==> src/rtl/poly_tone_synth.sv <==
// poly_tone_synth: N_CH-channel gated square-wave generator, each channel fixed tone or triangular sweep.
// Define POLY_TONE_SYNTH_PRESCALE_EN to run tones and sweeps on a half-rate tick.
module poly_tone_synth #(
   parameter int N_CH = 4,
   parameter int PW = 16,
   parameter int SWEEP_DIV = 65536,
   parameter int SPANW = 7,
   parameter int SWEEP_SPAN = 127,
   parameter int CHW = (N_CH > 1) ? $clog2(N_CH) : 1,
   parameter int MW = $clog2(N_CH + 1)
) (
   input  logic            clk,
   input  logic            reset,
   input  logic            wr_en,
   input  logic [CHW-1:0]  wr_ch,
   input  logic [PW-1:0]   wr_period,
   input  logic            wr_sweep,
   output logic            wr_ack,
   input  logic [N_CH-1:0] gate,
   output logic [N_CH-1:0] ch_out,
   output logic            spk,
   output logic [MW-1:0]   mix
);
   localparam int SDW = (SWEEP_DIV > 1) ? $clog2(SWEEP_DIV) : 1;
   logic tick, wrap, wr_ok;
   logic [SDW-1:0] scnt;
   logic [N_CH-1:0] phase, lit;
   logic [MW-1:0] pc;
`ifdef POLY_TONE_SYNTH_PRESCALE_EN
   logic tick_q;
   always_ff @(posedge clk) tick_q <= reset ? 1'b0 : ~tick_q;
   assign tick = tick_q;
`else
   assign tick = 1'b1;
`endif
   assign wr_ok = wr_en && ({1'b0, wr_ch} < (CHW + 1)'(N_CH));
   assign wrap = tick && (scnt == SDW'(SWEEP_DIV - 1));
   always_ff @(posedge clk)
      if (reset) scnt <= '0;
      else if (tick) scnt <= wrap ? '0 : scnt + 1'b1;
   for (genvar c = 0; c < N_CH; c++) begin : g_ch
      logic [PW-1:0] period;
      logic [PW:0] cnt, eff;
      logic [SPANW-1:0] offset;
      logic mode, dir, ph;
      // eff is one bit wider than period so period + offset never wraps
      assign eff = {1'b0, period} + (PW + 1)'(offset);
      assign phase[c] = ph;
      always_ff @(posedge clk)
         if (reset) begin
            period <= '0;
            mode <= 1'b0;
            dir <= 1'b0;
            cnt <= '0;
            ph <= 1'b0;
            offset <= '0;
         end else if (wr_ok && wr_ch == CHW'(c)) begin
            period <= wr_period;
            mode <= wr_sweep;
            dir <= 1'b0;
            cnt <= '0;
            ph <= 1'b0;
            offset <= '0;
         end else if (tick) begin
            if (period == '0) begin
               cnt <= '0;
               ph <= 1'b0;
            end else if (cnt >= eff - 1'b1) begin
               cnt <= '0;
               ph <= ~ph;
            end else cnt <= cnt + 1'b1;
            if (mode && wrap) begin
               if (!dir && offset == SPANW'(SWEEP_SPAN)) begin
                  dir <= 1'b1;
                  offset <= offset - 1'b1;
               end else if (dir && offset == '0) begin
                  dir <= 1'b0;
                  offset <= offset + 1'b1;
               end else offset <= dir ? offset - 1'b1 : offset + 1'b1;
            end
         end
   end
   assign lit = phase & gate;
   always_comb begin
      pc = '0;
      for (int i = 0; i < N_CH; i++) pc = pc + MW'(lit[i]);
   end
   always_ff @(posedge clk)
      if (reset) begin
         ch_out <= '0;
         spk <= 1'b0;
         mix <= '0;
         wr_ack <= 1'b0;
      end else begin
         ch_out <= lit;
         spk <= |lit;
         mix <= pc;
         wr_ack <= wr_ok;
      end
endmodule

==> config.mk <==
export PLATFORM = sky130hd
export DESIGN_NAME = poly_tone_synth
export DESIGN_NICKNAME = d
export VERILOG_FILES = /design/src/rtl/poly_tone_synth.sv
export SDC_FILE = /design/constraint.sdc
export NUM_CORES = 1
export LEC_CHECK = 0
export ABC_AREA = 1
export ABC_CLOCK_PERIOD_IN_PS = 3830
export BUFFER_PORTS_ARGS = -buffer_cell sky130_fd_sc_hd__buf_2
export CORE_ASPECT_RATIO = 1.5
export CORE_UTILIZATION = 64
export DETAILED_ROUTE_END_ITERATION = 7
export GPL_ROUTABILITY_DRIVEN = 0
export HOLD_SLACK_MARGIN = 0.03
export PLACE_DENSITY = 0.9
export SETUP_SLACK_MARGIN = 0.15
export SLEW_MARGIN = 20
export SYNTH_ARGS = -nofsm -noshare
export SYNTH_HDL_FRONTEND = slang
export SYNTH_SLANG_ARGS = --single-unit
==> constraint.sdc <==
create_clock -name clk -period 3.83 [get_ports clk]
set_input_delay 0.383 -clock clk [delete_from_list [all_inputs] [get_ports clk]]
set_output_delay 0.383 -clock clk [all_outputs]
set_load 0.01 [all_outputs]
==> qor.yml, run 1 <==
outcome: "finished, final reports clean"
pwr-share-seq_pct: 39.2
hold_path_class: "input pin to flop"
setup_violations: 0
synth_edf_count: 0
power.leakage_nw: 7.55
final.setup.tns_ps: 0
start_util_pct: 65.2
drv_slew: 0
cp.arrival_ps: 3930
synth_cells: 2110
start_kind: "flop"
die_area_sq_um: 23400
p_sw_mw: 1.78
whs_path_depth: 3
drc: 0
antenna_found_initial: 2
vias: 13963
skew_ps: 11.3
crit_required_ps: 4190
nFillCells: 1608
multiInputGateArea_sq_um: 9360
drtIter0Drc: 889
clock_latency_ps: 450
portBuffers: 34
synthFlopType: "dfxtp_1"
maxCapViolations: 0
drive_above_1_share_pct: 6.91
clkPwrFrac_pct: 35.4
holdBufCountCts: 0
path_max_fanout: 7
synth-seq-cells: 197
power_frac_comb_pct: 25.4
seqCellArea_sq_um: 3960
routed_wl_microns: 36200
antenna_left: 0
dr.pass1.iters: 6
cts.sinks: 197
path_clk_slew_ps: 70
grt-ovfl-total: 0
numCtsBuffers: 17
wl_per_cell_microns: 14.9
max_freq_mhz: 280
reg2reg_slack_ps: 260
fin_crit_sh_pct: 93.1
die_y_microns: 187
rows: 67
htreeDepth: 4
p_per_area_nw_per_um2: 344
worstHoldStart: "wr_en"
grt_pass1_vias: 13501
syn_area_sq_um: 14600
syn_to_final_growth_pct: 8.64
min_to: "wr_ack"
worstSetupPathType: "flop to flop"
grt_max_degree: 59
synthArstFlopShare_pct: 0
maxSlewHeadroom_pct: 36.4
rsz0062_at_grt: "true"
fin_ws_ps: 262
internal_power_mw: 3.68
syn_nets: 2329
peakVddDrop_mv: 0.437
vias_per_cell: 5.74
r2r_end: "g_ch[2].cnt[10]"
fin_nets: 2362
pin_count: 35
grt_usage_pct: 30.6
yosysWarnings: 0
yosysUniqueCellTypes: 39
preCtsSetupSlack_ps: 139
cts_tree: "yes"
final-hold-violation-count: 0
dpl.hpwl_microns: 26500
worstMarginPinSlew_ps: 953
reg2reg_from: "g_ch[2].offset[6]"
final_util_pct: 70.8
critPathCaptureType: "flop"
reg2regPathDepth: 21
seq_area_frac_synth_pct: 27.0
core_region_area_sq_um: 22400
avgSynthCellArea_sq_um: 6.92
clock_path_buffers: 2
die-width_microns: 125
period_minus_slack_ps: 3570
swShare_pct: 32.6
cts_root_buffer: "clkbuf_16"
grt_pass1_wl_microns: 59000
-- cell usage in the layout, fill, tap and decap left out, types with 9 or more instances in the layout --
| cell | netlist | routed |
|---|---|---|
| o211ai_1 | 13 | 13 |
| nor3b_1 | 13 | 12 |
| xor2_1 | 104 | 104 |
| nor2_1 | 197 | 193 |
| inv_1 | 337 | 335 |
| dfxtp_1 | 197 | 182 |
| nand2_2 | 5 | 9 |
| dfxtp_2 | 0 | 15 |
| clkbuf_16 | 0 | 17 |
| buf_2 | 9 | 34 |
| nand4_1 | 33 | 33 |
| a21oi_1 | 185 | 179 |
| nand2_1 | 423 | 419 |
| nand3_1 | 93 | 93 |
| xnor2_1 | 33 | 33 |
| o21ai_0 | 112 | 105 |
| ha_1 | 188 | 185 |
| nor3_1 | 64 | 63 |
-- through the flow --
step,power (mW),std cells,instance area [sq um],hold slack [ps]
after floorplan,3.19,2110,14600,413
after detailed placement,3.49,2395,15000,433
after global routing,5.72,2432,15900,211
after CTS,5.40,2427,15700,188
final,5.45,2433,15900,199
after global placement,3.44,2395,15000,423
-- synth_stat cells (2+ instances only) --
cell | n | share of area [%]
dfxtp_1 | 197 | 27
nor2_1 | 197 | 5.1
o211ai_1 | 13 | 0.67
nor2_4 | 6 | 0.46
o31ai_1 | 4 | 0.21
nand4_2 | 2 | 0.17
and2_1 | 9 | 0.39
xor2_1 | 104 | 6.2
buf_2 | 9 | 0.31
nor3b_1 | 13 | 0.67
nor3_1 | 64 | 2.2
o21bai_1 | 4 | 0.21
nand3_1 | 93 | 3.2
nand2_2 | 5 | 0.21
a21oi_1 | 185 | 6.3
nand4_1 | 33 | 1.4
a21o_1 | 8 | 0.41
or2_2 | 8 | 0.34
a31oi_1 | 6 | 0.26
nand3_2 | 2 | 0.14
xnor2_1 | 33 | 2.0
clkbuf_1 | 22 | 0.57
nor4_1 | 8 | 0.34
fa_1 | 5 | 0.69
inv_1 | 337 | 8.7
o21ai_0 | 112 | 3.8
nand3b_1 | 6 | 0.31
inv_2 | 3 | 0.077
o21a_1 | 3 | 0.15
ha_1 | 188 | 16
nand2_1 | 423 | 11
-- power groups by stage --
stage | Clock [mW] | Combinational, mW | Sequential, mW
floorplan | 0 | 1.01 | 2.18
global placement | 0 | 1.25 | 2.18
detailed placement | 0 | 1.30 | 2.18
CTS | 1.94 | 1.33 | 2.14
global route | 2.02 | 1.55 | 2.14
finish | 1.93 | 1.38 | 2.14
-- cell families after synthesis --
family	count (synthesis)	synth area share, %
compound gates	338	12.2
xor+xnor	137	8.22
fa+ha+maj	193	16.8
buf+inv	372	9.67
flops	197	27.0
simple gates	873	26.1
-- routing by layer --
metal	share of wire, %	vias to the layer above	routed length, microns	global-route usage (%)
met5	0	-	0	0
met4	4.5	0	1640	16.3
met3	6.2	145	2250	4.52
met2	52	489	18900	58.6
met1	37	6411	13500	31.8
li1	-	6918	-	-
-- repair_timing --
action / CTS / global route
setup endpoints to repair: 5 / 72
pin swaps: 0 / 3
cloned: 0 / 2
hold endpoints to repair: 0 / 0
buffers inserted: 0 / 3
gates resized for setup: 2 / 55
-- how the worst max path moves through the flow --
stage / slack (ps) / endpoint / start / cells after the start
after CTS: 150 / g_ch[1].cnt[16] / g_ch[1].offset[2] / 20
after global routing: 40 / g_ch[0].cnt[13] / g_ch[0].offset[3] / 21
after detailed placement: 140 / g_ch[1].cnt[16] / g_ch[1].offset[3] / 20
after global placement: 290 / g_ch[1].cnt[16] / g_ch[1].offset[3] / 20
after floorplan: 490 / g_ch[0].cnt[14] / g_ch[0].offset[1] / 19
final: 260 / g_ch[2].cnt[10] / g_ch[2].offset[6] / 21
-- layout make-up --
cell class | instances | share of cell area [%]
tap | 276 | 2.18
timing repair buffer | 45 | 1.78
clock buffer | 18 | 2.77
sequential | 197 | 25.0
multi-input combinational | 1542 | 59.0
inverter | 340 | 8.05
clock inverter | 14 | 1.19
antenna | 1 | 0.0158
-- sequential cells by signal (all words and copies together) (netlist names) --
register     count
g_ch.cnt        68
g_ch.mode        4
g_ch.period     64
mix              3
g_ch.dir         4
g_ch.offset     28
wr_ack           1
scnt            16
g_ch.ph          4
ch_out           4
spk              1
-- worst max-delay path, cell delays in order (launching register included) --
cell     delay [ps]
dfxtp_2         370
inv_1           100
ha_1            290
inv_1            40
ha_1            370
a21oi_2         210
o21ai_2          80
nand2_1          70
nand3_1         130
nand2_1          90
inv_1            50
o21ai_0         130
nand2_1          80
ha_1            290
nand2_1          80
inv_1            40
nand2_1          60
nand2_1          60
a21oi_1         140
nand4_1         300
buf_4           280
nor3b_1         180
Note: power is estimated with default switching activity, not from simulation.
==> inputs of run 2 (changes only) <==
--- a/config.mk
+++ b/config.mk
@@ -16,4 +16,5 @@
 export PLACE_DENSITY = 0.9
 export SETUP_SLACK_MARGIN = 0.15
+export SKIP_CTS_REPAIR_TIMING = 1
 export SLEW_MARGIN = 20
 export SYNTH_ARGS = -nofsm -noshare
==> constraint.sdc (replaced) <==
create_clock -name clk -period 3.83 [get_ports clk]
set_input_delay 0.383 -clock clk [delete_from_list [all_inputs] [get_ports clk]]
set_output_delay 0.383 -clock clk [all_outputs]
set_load 0.02 [all_outputs]
==> qor.yml, run 2 (synthesized netlist as in run 1, its figures left out) <==
outcome: "finished with violations"
violations: "design-rule violations"
cp_common_cell: "nand2_1"
antenna_found_initial: 2  # unchanged
final-hold-violation-count: 0  # unchanged
min_to: "wr_ack"
reg_top3: "g_ch.cnt (68), g_ch.period (64), g_ch.offset (28)"
rsz0062_at_grt: "false"
path_clk_slew_ps: 70  # about the same
peakVddDrop_mv: 0.435  # -0.37%
maxSlewHeadroom_pct: 36.1  # -0.27 points
clock_latency_ps: 450  # about the same
clock_path_buffers: 2  # unchanged
place_area_sq_um: 15000  # unchanged
core_region_area_sq_um: 22400  # unchanged
die_y_microns: 187  # unchanged
worstSetupPathType: "flop to flop"
nFillCells: 1605  # -0.19%
max_freq_mhz: 280  # -0.28%
worstMarginPinSlew_ps: 957  # +4.07 ps
start_util_pct: 65.2  # unchanged
critPathCaptureType: "flop"
dr.pass1.iters: 8  # +2
grt_max_degree: 59  # unchanged
p_per_area_nw_per_um2: 344  # about the same
final_common_cell: "nand2_1"
grt_usage_pct: 30.6  # about the same
grt_pass1_vias: 13508  # +0.052%
numCtsBuffers: 17  # unchanged
grt-ovfl-total: 0  # unchanged
seqCellArea_sq_um: 3960  # unchanged
largest_reg_flops: 68  # unchanged
final.setup.tns_ps: 0  # unchanged
skew_ps: 12.4  # +1.04 ps
htreeDepth: 4  # unchanged
dpl.hpwl_microns: 26500  # unchanged
cp_top_family: "simple AND/OR/NAND/NOR gates"
cts_tree: "yes"
crit_chain: "inv_1 -> ha_1 -> inv_1 -> ha_1 -> a21oi_2 -> o21ai_2 -> nand2_1 -> nand3_1 -> nand2_1 -> inv_1 -> o21ai_0 -> nand2_1 -> ha_1 -> nand2_1 -> inv_1 -> nand2_1 -> nand2_1 -> a21oi_1 -> nand4_1 -> buf_4 -> nor3b_1"
vias: 13975  # +0.086%
cpPeakStageDelay_ps: 370  # about the same
multiInputGateArea_sq_um: 9360  # unchanged
routed_wl_microns: 36200  # about the same
reg2regPathDepth: 21  # unchanged
start_kind: "flop"
power.leakage_nw: 7.55  # about the same
reg2reg_from: "g_ch[2].offset[6]"
whs_path_depth: 3  # unchanged
layout_common_cells: "nand2_1 (418), inv_1 (335), nor2_1 (194), ha_1 (185), dfxtp_1 (182)"
slowest_stage: "dfxtp_2"
period_minus_slack_ps: 3580  # +9.90 ps
r2r_end: "g_ch[2].cnt[10]"
portBuffers: 34  # unchanged
final_cell_area_sq_um: 15900  # unchanged
cts.sinks: 197  # unchanged
rows: 67  # unchanged
die_area_sq_um: 23400  # unchanged
grt_pass1_wl_microns: 59000  # about the same
maxCapViolations: 0  # unchanged
vias_per_cell: 5.74  # about the same
drv_slew: 0  # unchanged
antenna_left: 0  # unchanged
hold_path_class: "input pin to flop"
crit_required_ps: 4190  # about the same
wl_per_cell_microns: 14.9  # about the same
regMostFlops: "g_ch.cnt"
cts_root_buffer: "clkbuf_16"
drtIter0Drc: 862  # -3.0%
cp.arrival_ps: 3940  # about the same
drc: 18  # +18
setup_violations: 0  # unchanged
path_max_fanout: 7  # unchanged
critPathBufInv: 5  # unchanged
reg2reg_slack_ps: 250  # about the same
fin_crit_sh_pct: 93.4  # +0.26 points
syn_to_final_growth_pct: 8.64  # unchanged
pin_count: 35  # unchanged
die-width_microns: 125  # unchanged
worstHoldStart: "wr_en"
drive_above_1_share_pct: 6.91  # unchanged
fin_nets: 2362  # unchanged
[run 2: cell types whose count changed in the layout (fill, tap and decap cells not counted)]
| cell | delta |
|---|---|
| nand2_2 | +1 |
| nand2_1 | -1 |
| nor2_2 | -1 |
| nor2_1 | +1 |
[run 2: worst register-to-register path: cells and delay by family (launching register included)]
kind | cells | cell delay, ps
buffers and inverters | 5 | 520
and+or+nand+nor | 9 | 1060
AOI/OAI and AO/OA | 4 | 590
DFF | 1 | 370
adders and majority gates | 3 | 960
[run 2: how the worst max path moves through the flow]
stage,from,endpoint,slack [ps],cells after the start
floorplan,g_ch[0].offset[1],g_ch[0].cnt[14],490,19
global placement,g_ch[1].offset[3],g_ch[1].cnt[16],290,20
detailed placement,g_ch[1].offset[3],g_ch[1].cnt[16],140,20
CTS,g_ch[1].offset[3],g_ch[1].cnt[16],90,20
global route,g_ch[0].offset[3],g_ch[0].cnt[13],40,21
finish,g_ch[2].offset[6],g_ch[2].cnt[10],250,21
[run 2: where the power goes]
group	total [mW]	switching (mW)	internal [mW]	leakage [nW]
registers	2.14	0.0371	2.10	1.61
logic	1.38	0.877	0.507	5.64
clock network	1.93	0.864	1.07	0.302
[run 2: final cells by class]
class | count | share of cell area, %
diodes | 1 | 0.0158
well taps | 276 | 2.18
multi-input cells | 1542 | 59.0
clock buffers | 18 | 2.77
clock inverters | 14 | 1.19
flip-flops and latches | 197 | 25.0
inverters | 340 | 8.05
repair buffers | 45 | 1.78
[run 2: layer usage]
metal / up-vias / global-route usage (%) / wire, microns
met5: - / 0 / 0
li1: 6921 / - / -
met2: 491 / 58.5 / 18900
met4: 0 / 16.4 / 1620
met3: 143 / 4.52 / 2180
met1: 6420 / 31.8 / 13500
[run 2: through the flow]
stage | utilization, % | setup slack (ps) | hold WS (ps) | power, mW | std cells
after floorplan | - | 490 | 413 | 3.19 | 2110
final | 70.8 | 253 | 200 | 5.45 | 2433
after detailed placement | 67.1 | 139 | 433 | 3.49 | 2395
after CTS | 70.0 | 93.6 | 188 | 5.40 | 2427
after global placement | 67.1 | 294 | 423 | 3.44 | 2395
after global routing | 70.8 | 39.5 | 211 | 5.72 | 2432
